## src/rtl/hls_tb_pkg.sv

```systemverilog
// Shared types and constants for the HLS slave-port memory loader: FSM states,
// result status codes and the default slave-port field widths.
package hls_tb_pkg;

  typedef enum logic [2:0] {
    S_IDLE,
    S_COLLECT,
    S_WRITE,
    S_READ,
    S_START,
    S_RUN,
    S_REPORT
  } state_t;

  localparam logic [1:0] ST_OK       = 2'd0;
  localparam logic [1:0] ST_RUN_TO   = 2'd1;
  localparam logic [1:0] ST_MISMATCH = 2'd2;
  localparam logic [1:0] ST_SLAVE_TO = 2'd3;

  localparam int DEF_ADDR_W = 10;
  localparam int DEF_DATA_W = 64;
  localparam int DEF_SIZE_W = 7;

endpackage

```

## src/rtl/hls_slave_access.sv

```systemverilog
// Single-channel slave handshake: flags completion when DataRdy meets an active
// request, and flags a timeout after TIMEOUT request cycles without DataRdy.
module hls_slave_access #(
  parameter int DATA_W  = 64,
  parameter int TIMEOUT = 1024
) (
  input  logic              clock,
  input  logic              reset,
  input  logic              req,
  input  logic              data_rdy,
  input  logic [DATA_W-1:0] rdata_in,
  output logic              done,
  output logic              timeout,
  output logic [DATA_W-1:0] rdata
);

  localparam int CNT_W = $clog2(TIMEOUT + 1);

  logic [CNT_W-1:0] wait_cnt;

  assign done    = req && data_rdy;
  assign timeout = req && !data_rdy && (wait_cnt == CNT_W'(TIMEOUT - 1));
  assign rdata   = rdata_in;

  // The counter restarts on every completion so back-to-back accesses
  // (write then verify read) each get a full timeout window.
  always_ff @(posedge clock) begin
    // NOTE: sequential state uses non-blocking assignments so every register
    // samples pre-edge values, independent of statement order.
    if (!reset || !req || data_rdy) wait_cnt <= '0;
    else if (!timeout)              wait_cnt <= wait_cnt + CNT_W'(1);
  end

endmodule

```

## src/rtl/hls_slave_mem_loader.sv

```systemverilog
// Packs a little-endian byte stream into words, loads them through slave
// channel 0 (optionally verifying each), then starts the HLS core and times it.
module hls_slave_mem_loader
  import hls_tb_pkg::*;
#(
  parameter int ADDR_W        = DEF_ADDR_W,
  parameter int DATA_W        = DEF_DATA_W,
  parameter int SIZE_W        = DEF_SIZE_W,
  parameter int WORD_BYTES    = 4,
  parameter int VERIFY        = 1,
  parameter int SLAVE_TIMEOUT = 1024,
  parameter int MAX_CYCLES    = 200000000
) (
  input  logic                clock,
  input  logic                reset,
  input  logic [31:0]         cfg_base_addr,
  input  logic                cfg_valid,
  input  logic [7:0]          byte_data,
  input  logic                byte_valid,
  input  logic                byte_last,
  output logic                byte_ready,
  output logic [1:0]          S_oe_ram,
  output logic [1:0]          S_we_ram,
  output logic [2*ADDR_W-1:0] S_addr_ram,
  output logic [2*DATA_W-1:0] S_Wdata_ram,
  output logic [2*SIZE_W-1:0] S_data_ram_size,
  input  logic [2*DATA_W-1:0] Sout_Rdata_ram,
  input  logic [1:0]          Sout_DataRdy,
  output logic                start_port,
  input  logic                done_port,
  output logic                res_valid,
  output logic [31:0]         res_cycles,
  output logic [1:0]          res_status
);

  localparam int WB_W  = 8 * WORD_BYTES;
  localparam int CNT_W = $clog2(WORD_BYTES + 1);

  state_t             state;
  logic [31:0]        base, offset, run_cnt;
  logic [CNT_W-1:0]   count, count_inc;
  logic [WB_W-1:0]    word_buf, word_next, lane_mask;
  logic               last_seen;
  logic               we0, oe0;
  logic [ADDR_W-1:0]  addr0;
  logic [DATA_W-1:0]  wdata0;
  logic [SIZE_W-1:0]  size0;
  logic               acc_active, acc_done, acc_timeout, mismatch, retire, abort;
  logic [DATA_W-1:0]  acc_rdata;
  logic               byte_fire, word_full;
  logic [31:0]        byte_addr;
  logic               unused_bits;

  assign byte_fire  = byte_valid && byte_ready;
  assign word_full  = byte_last || (count == CNT_W'(WORD_BYTES - 1));
  assign count_inc  = count + CNT_W'(1);
  assign byte_addr  = base + offset;
  assign acc_active = (state == S_WRITE) || (state == S_READ);

  always_comb begin
    // NOTE: every always_comb output gets a default first, so no path can
    // leave it unassigned and infer a latch.
    word_next = word_buf;
    lane_mask = '0;
    for (int i = 0; i < WORD_BYTES; i++) begin
      if (CNT_W'(i) == count) word_next[8*i +: 8] = byte_data;
      if (CNT_W'(i) <  count) lane_mask[8*i +: 8] = 8'hFF;
    end
  end

  // Only the lanes actually written are compared; the slave may return
  // anything above them.
  assign mismatch = (state == S_READ) && ((acc_rdata[WB_W-1:0] & lane_mask) != word_buf);
  assign retire   = acc_active && acc_done && !((state == S_WRITE) && (VERIFY != 0)) && !mismatch;
  assign abort    = acc_active && (acc_timeout || (acc_done && mismatch));

  hls_slave_access #(
    .DATA_W  (DATA_W),
    .TIMEOUT (SLAVE_TIMEOUT)
  ) u_access (
    .clock    (clock),
    .reset    (reset),
    .req      (acc_active),
    .data_rdy (Sout_DataRdy[0]),
    .rdata_in (Sout_Rdata_ram[DATA_W-1:0]),
    .done     (acc_done),
    .timeout  (acc_timeout),
    .rdata    (acc_rdata)
  );

  always_ff @(posedge clock) begin
    if (!reset) begin
      state      <= S_IDLE;
      base       <= '0;
      offset     <= '0;
      count      <= '0;
      word_buf   <= '0;
      last_seen  <= 1'b0;
      run_cnt    <= '0;
      we0        <= 1'b0;
      oe0        <= 1'b0;
      addr0      <= '0;
      wdata0     <= '0;
      size0      <= '0;
      byte_ready <= 1'b0;
      start_port <= 1'b0;
      res_valid  <= 1'b0;
      res_cycles <= '0;
      res_status <= ST_OK;
    end else begin
      case (state)
        S_IDLE: if (cfg_valid) begin
          base       <= cfg_base_addr;
          offset     <= '0;
          count      <= '0;
          word_buf   <= '0;
          last_seen  <= 1'b0;
          res_cycles <= '0;
          res_status <= ST_OK;
          byte_ready <= 1'b1;
          state      <= S_COLLECT;
        end
        S_COLLECT: if (byte_fire) begin
          word_buf <= word_next;
          count    <= count_inc;
          if (word_full) begin
            last_seen  <= byte_last;
            byte_ready <= 1'b0;
            we0        <= 1'b1;
            addr0      <= byte_addr[ADDR_W-1:0];
            wdata0     <= DATA_W'(word_next);
            size0      <= SIZE_W'({count_inc, 3'b000});
            state      <= S_WRITE;
          end
        end
        S_WRITE: if (acc_done && (VERIFY != 0)) begin
          we0   <= 1'b0;
          oe0   <= 1'b1;
          state <= S_READ;
        end
        S_READ: ;
        S_START: begin
          start_port <= 1'b0;
          run_cnt    <= 32'd1;
          state      <= S_RUN;
        end
        S_RUN: begin
          if (done_port) begin
            res_cycles <= run_cnt;
            res_status <= ST_OK;
            res_valid  <= 1'b1;
            state      <= S_REPORT;
          end else if (run_cnt == 32'(MAX_CYCLES)) begin
            res_cycles <= 32'(MAX_CYCLES);
            res_status <= ST_RUN_TO;
            res_valid  <= 1'b1;
            state      <= S_REPORT;
          end else begin
            run_cnt <= run_cnt + 32'd1;
          end
        end
        S_REPORT: begin
          res_valid <= 1'b0;
          state     <= S_IDLE;
        end
        default: state <= S_IDLE;
      endcase

      // Word retirement and access failure are shared by WRITE and READ.
      if (retire) begin
        we0      <= 1'b0;
        oe0      <= 1'b0;
        addr0    <= '0;
        wdata0   <= '0;
        size0    <= '0;
        offset   <= offset + 32'(count);
        count    <= '0;
        word_buf <= '0;
        if (last_seen) begin
          start_port <= 1'b1;
          state      <= S_START;
        end else begin
          byte_ready <= 1'b1;
          state      <= S_COLLECT;
        end
      end
      if (abort) begin
        we0        <= 1'b0;
        oe0        <= 1'b0;
        addr0      <= '0;
        wdata0     <= '0;
        size0      <= '0;
        res_status <= acc_timeout ? ST_SLAVE_TO : ST_MISMATCH;
        res_valid  <= 1'b1;
        state      <= S_REPORT;
      end
    end
  end

  // Channel 1 is never used.
  assign S_we_ram        = {1'b0, we0};
  assign S_oe_ram        = {1'b0, oe0};
  assign S_addr_ram      = {{ADDR_W{1'b0}}, addr0};
  assign S_Wdata_ram     = {{DATA_W{1'b0}}, wdata0};
  assign S_data_ram_size = {{SIZE_W{1'b0}}, size0};

  assign unused_bits = ^{Sout_DataRdy[1], Sout_Rdata_ram[2*DATA_W-1:DATA_W], acc_rdata, byte_addr};

endmodule
```

## config.mk

```make
export PLATFORM = sky130hd
export DESIGN_NAME = hls_slave_mem_loader
export DESIGN_NICKNAME = d
export VERILOG_FILES = /design/src/rtl/hls_tb_pkg.sv /design/src/rtl/hls_slave_access.sv /design/src/rtl/hls_slave_mem_loader.sv
export SDC_FILE = /design/constraint.sdc
export NUM_CORES = 1
export LEC_CHECK = 0
export CORE_ASPECT_RATIO = 1.1
export CORE_MARGIN = 5
export CORE_UTILIZATION = 49
export DETAILED_ROUTE_END_ITERATION = 8
export HOLD_SLACK_MARGIN = 0.03
export PLACE_DENSITY = 0.95
export SETUP_SLACK_MARGIN = 0.3
export SYNTH_ARGS = -nofsm -noshare
export SYNTH_HDL_FRONTEND = slang
export SYNTH_HIERARCHICAL = 1
export SYNTH_SLANG_ARGS = --single-unit
export TNS_END_PERCENT = 50
```

## constraint.sdc

```tcl
create_clock -name clock -period 5.3 [get_ports clock]
set_input_delay 1.325 -clock clock [delete_from_list [all_inputs] [get_ports clock]]
set_output_delay 1.325 -clock clock [all_outputs]
set_load 0.01 [all_outputs]
```

======== Yosys cells after proc, flatten, opt, wreduce, memory -nomap -nowiden ========
Cells that the tools add are included.
word-level totals
  register bits after elaboration ......... 208
  input port bits ......................... 176
  output and inout port bits .............. 203
operators by class
  add/subtract/negate cells ............... 5
  magnitude comparators ................... 4
  eq/ne operators ......................... 34
  muxes and demuxes ....................... 59
  bitwise gates (word level) .............. 2
  reduce and logical (&&, ||, !) cells .... 46
operators by type and width
  kind                   count
  $mux 32                8
  $pmux 32 s2            3
  $mux 8                 8
  $mux 3                 11
  $add 32x1->32 const B  1
  $add 32x3->32          1
  $and 32x32->32         1
  $eq 32x28->1 const B   1
  $ne 32x32->1           1
  $ne 4x4->1 const B     6
  $ne 3x3->1 const B     7
  $mux 1                 18
  $pmux 3 s6             1
  $reduce_and 3->1       5
  $ne 2x2->1 const B     7
  $reduce_and 6->1       2
  $reduce_bool 2->1      6
  $add 11x1->11 const B  1
  $eq 11x10->1 const B   1
  $add 10x10->10         1
  $logic_and 1x1->1      10
  $eq 3x2->1 const B     3
  $eq 3x3->1 const B     3
  $mux 2                 4
  19 further kinds       40

======== Logic depth before layout (Yosys ltp) ========
  depth after elaboration ................. 10
  gate-level depth with buffers ........... 13

======== Hierarchy ========
The synthesis kept the hierarchy.
by module, submodules not included
  module                times used  cells an instance  area an instance (µm²)  seq. area each (µm²)
  hls_slave_mem_loader  1           1159               9327.7                  3503.4
  hls_slave_access      1           120                999.7                   220.2

======== Worst setup path after synthesis ========
No wires, ideal clock.
  kind .................................... input to register
  start point ............................. input Sout_Rdata_ram[5]
  end point ............................... register offset[2]
  setup time .............................. 0.065 ns
  arrival time ............................ 3.626 ns
  slack ................................... 1.609 ns
  stages .................................. 10
  path buffers ............................ 2
  cell sequence ........................... buf_4 inv_1 a2111oi_0 nand4_1 or4_1 or4_4 nor3_2 buf_4 mux2_2 nor2_1
between the ends
  longest elaborated chain between the ends .. 7
  elaborated cells between the ends (all ways) .. 9
  those cells by class .................... 1 x eq/ne; 1 x mux; 1 x bitwise; 6 x reduce/logical
ends and longest elaborated chain
  what                                line                         source
  start, declared                     hls_slave_mem_loader.sv:27   input logic [2*DATA_W-1:0] Sout_Rdata_ram,
  $and 32x32->32 *                    hls_slave_mem_loader.sv:73   assign mismatch = (state == S_READ) && ((acc_rdata[WB_W-1:0] & lane_mask) != word_buf);
  $ne 32x32->1 *                      hls_slave_mem_loader.sv:73
  $logic_and 1x1->1 *                 hls_slave_mem_loader.sv:73
  $logic_not 1->1 *                   hls_slave_mem_loader.sv:74   assign retire = acc_active && acc_done && !((state == S_WRITE) && (VERIFY != 0)) && !mismatch;
  $logic_and 1x1->1 *                 hls_slave_mem_loader.sv:74
  $reduce_bool 2->1 (no source line)  n/a
  $reduce_and 2->1 (no source line)   n/a
  end signal, assigned                hls_slave_mem_loader.sv:176  offset <= offset + 32'(count);
  end, declared                       hls_slave_mem_loader.sv:40   logic [31:0] base, offset, run_cnt;
Mark *: on every way between the ends. The rest lies on a longest branch, timed or not.
A chain may end at the register's enable or synchronous reset.

======== Worst setup path after layout ========
  start point ............................. input Sout_Rdata_ram[21]
  end point ............................... register count[0]
between the ends
  longest elaborated chain between the ends .. 6
ends and longest elaborated chain
  what                              line                         source
  $and 32x32->32                    hls_slave_mem_loader.sv:73
  $ne 32x32->1                      hls_slave_mem_loader.sv:73
  $logic_and 1x1->1                 hls_slave_mem_loader.sv:73
  $logic_not 1->1                   hls_slave_mem_loader.sv:74
  $logic_and 1x1->1                 hls_slave_mem_loader.sv:74
  $reduce_or 2->1 (no source line)  n/a
  end signal, assigned              hls_slave_mem_loader.sv:125  count <= count_inc;
  end, declared                     hls_slave_mem_loader.sv:41   logic [CNT_W-1:0] count, count_inc;
No other way between the ends.

==> results.py <==
metrics = {
    "yosys": {
        "syn_area_per_cell_um2": 8.09,
        "yosys_warnings": 6,
        "syn-cell-area_mm2": 0.0101,
        "synth_cells": 1247,
    },
    "power": {
        "leakagePower_uw": 0.00429,
        "powerDensity_mw_per_mm2": 273,
        "peakVddDrop_mv": 0.259,
    },
    "drt": {
        "drtPass1Iterations": 5,
        "drc": 0,
        "via_per_inst": 5.72,
        "routed_wl_um": 26600,
        "vias": 9020,
        "drtIter0Drc": 706,
        "wl_per_cell_um": 16.8,
        "postRouteAntennaNets": 0,
    },
    "placement": {
        "place_congestion": 0.952,
        "place_area_mm2": 0.0109,
        "placement.io_buffers": 140,
        "dp_hpwl_um": 18400,
        "place_inst": 1546,
    },
    "status": {
        "status": "completed",
    },
    "clock_tree": {
        "cts-buffers-inserted": 17,
        "clk_path_buf_depth": 2,
        "cts_htree_levels": 4,
        "path_clk_slew_ps": 80,
        "ctsHoldBuffers": 0,
        "cts_root_buffer": "clkbuf_16",
        "cts_tree": "done",
        "clk_latency_ps": 440,
        "cts_setup_buffers": 0,
        "post_cts_resized": 0,
        "clock_sinks": 186,
    },
    "sta": {
        "maxSlewViolCount": 0,
        "fin_skew_ps": 13.8,
        "finalCriticalPeriod_ps": 4210,
        "setup_violations": 0,
        "tns_ps": 0,
        "tightest_slew_ps": 1280,
        "maxSlewHeadroom": 0.147,
        "rsz0062_at_grt": "false",
        "hold_slack_ps": 458,
        "fmax_mhz": 237,
        "hold_viol": 0,
        "finalCritPeriodShare": 0.795,
    },
    "global_routing": {
        "grt_use_total": 0.214,
        "antenna_found_initial": 1,
        "grt_overflow_total": 0,
        "grt_max_degree": 51,
        "grt_pass1_wl_um": 42000,
        "grt_pass1_vias": 8539,
    },
    "worst_setup_path": {
        "worstSetupPathType": "input pin to register",
        "slowest_delay_ps": 580,
        "cpLargestDelayFamily": "simple AND/OR/NAND/NOR gates",
        "crit_top_cell": "buf_4",
        "worst_ep_arrival_time_ps": 4520,
        "endpoint_kind": "register",
        "cp.required_ps": 5610,
        "worstPathMaxFanout": 35,
        "worstSetupStartpointType": "input pin",
        "path_buf_inv": 3,
        "path_cells": "clkdlybuf4s50_1, nor2b_1, a2111oi_0, nand4_1, or4_1, or4_4, nor3_2, buf_4, nand2b_1, buf_4, nor2_1",
        "critical-path-slowest-cell": "or4_4",
    },
    "floorplan": {
        "fp.dieW_um": 147,
        "die_h_um": 160,
        "rows": 55,
        "die_area_mm2": 0.0236,
        "core_mm2": 0.0204,
        "start_util": 0.494,
        "io_pins": 379,
    },
    "layout": {
        "final_area_mm2": 0.0115,
        "syn2layout_area_growth_pct": 14.3,
        "final_layout_size_suffix_gt1_frac": 0.0431,
        "instances_no_fill": 1578,
        "diodes": 0,
        "final_nets": 1505,
    },
    "worst_hold_path": {
        "hp-class": "register to register",
    },
    "job": {
        "cap_violations": 0,
    },
}
final cells by class:
class / count / area, um2
fillers: 1709 / 8910
flip-flops and latches: 186 / 3720
inverters: 33 / 124
clock inverters: 12 / 186
multi-input cells: 922 / 5250
well taps: 256 / 320
repair buffers: 149 / 1470
clock buffers: 20 / 457
report_power, final:
group	internal [uW]	total (uW)	switching [uW]	leakage [uW]
Sequential	1420	1440	21.7	0.00150
Clock	822	1390	570	0.000309
Combinational	111	320	208	0.00248
Total	2350	3150	800	0.00429
per-stage QoR:
stage	util	power (uW)	setup WS [ps]
floorplan	-	1750	1610
global placement	0.533	1770	859
detailed placement	0.533	1780	733
CTS	0.564	3150	1160
global route	0.564	3240	878
finish	0.564	3150	1090
path summary, 6_finish.rpt:
path	depth (start not counted)	endpoint	slack, ps	startpoint
worst max-delay path	11	count[0]	1090	Sout_Rdata_ram[21]
worst min-delay path	2	addr0[6]	460	addr0[6]
worst max register to register	10	count[0]	1200	count[2]
worst min register to register	2	addr0[6]	460	addr0[6]
tightest hold or removal path, stage by stage (launching register included):
cell and delay [ps]:
dfxtp_1 320, nand2_1 50, a21oi_1 50
flip-flops by register name, indices dropped and copies added, names as in the netlist:
register	flops
size0	3
offset	10
u_access/wait_cnt	11
res_status	2
res_cycles	32
run_cnt	32
state	3
count	3
we0	1
word_buf	32
last_seen	1
wdata0	32
byte_ready	1
res_valid	1
addr0	10
start_port	1
base	10
oe0	1
placed cells by master, fill, tap and decap left out, types with 29 or more instances in the layout:
cell / instances
dfxtp_1: 186
nor3_1: 29
nand3_1: 30
inv_1: 33
conb_1: 119
a21oi_1: 63
o21ai_0: 36
nand2_1: 108
nor2_1: 178
a22oi_1: 30
clkdlybuf4s50_1: 140
metal layers:
metal	wire [um]	GRT usage
met3	2840	0.0508
met4	915	0.0958
met1	10100	0.259
met2	12700	0.361
met5	11	0
(Power assumes the default switching activity.)
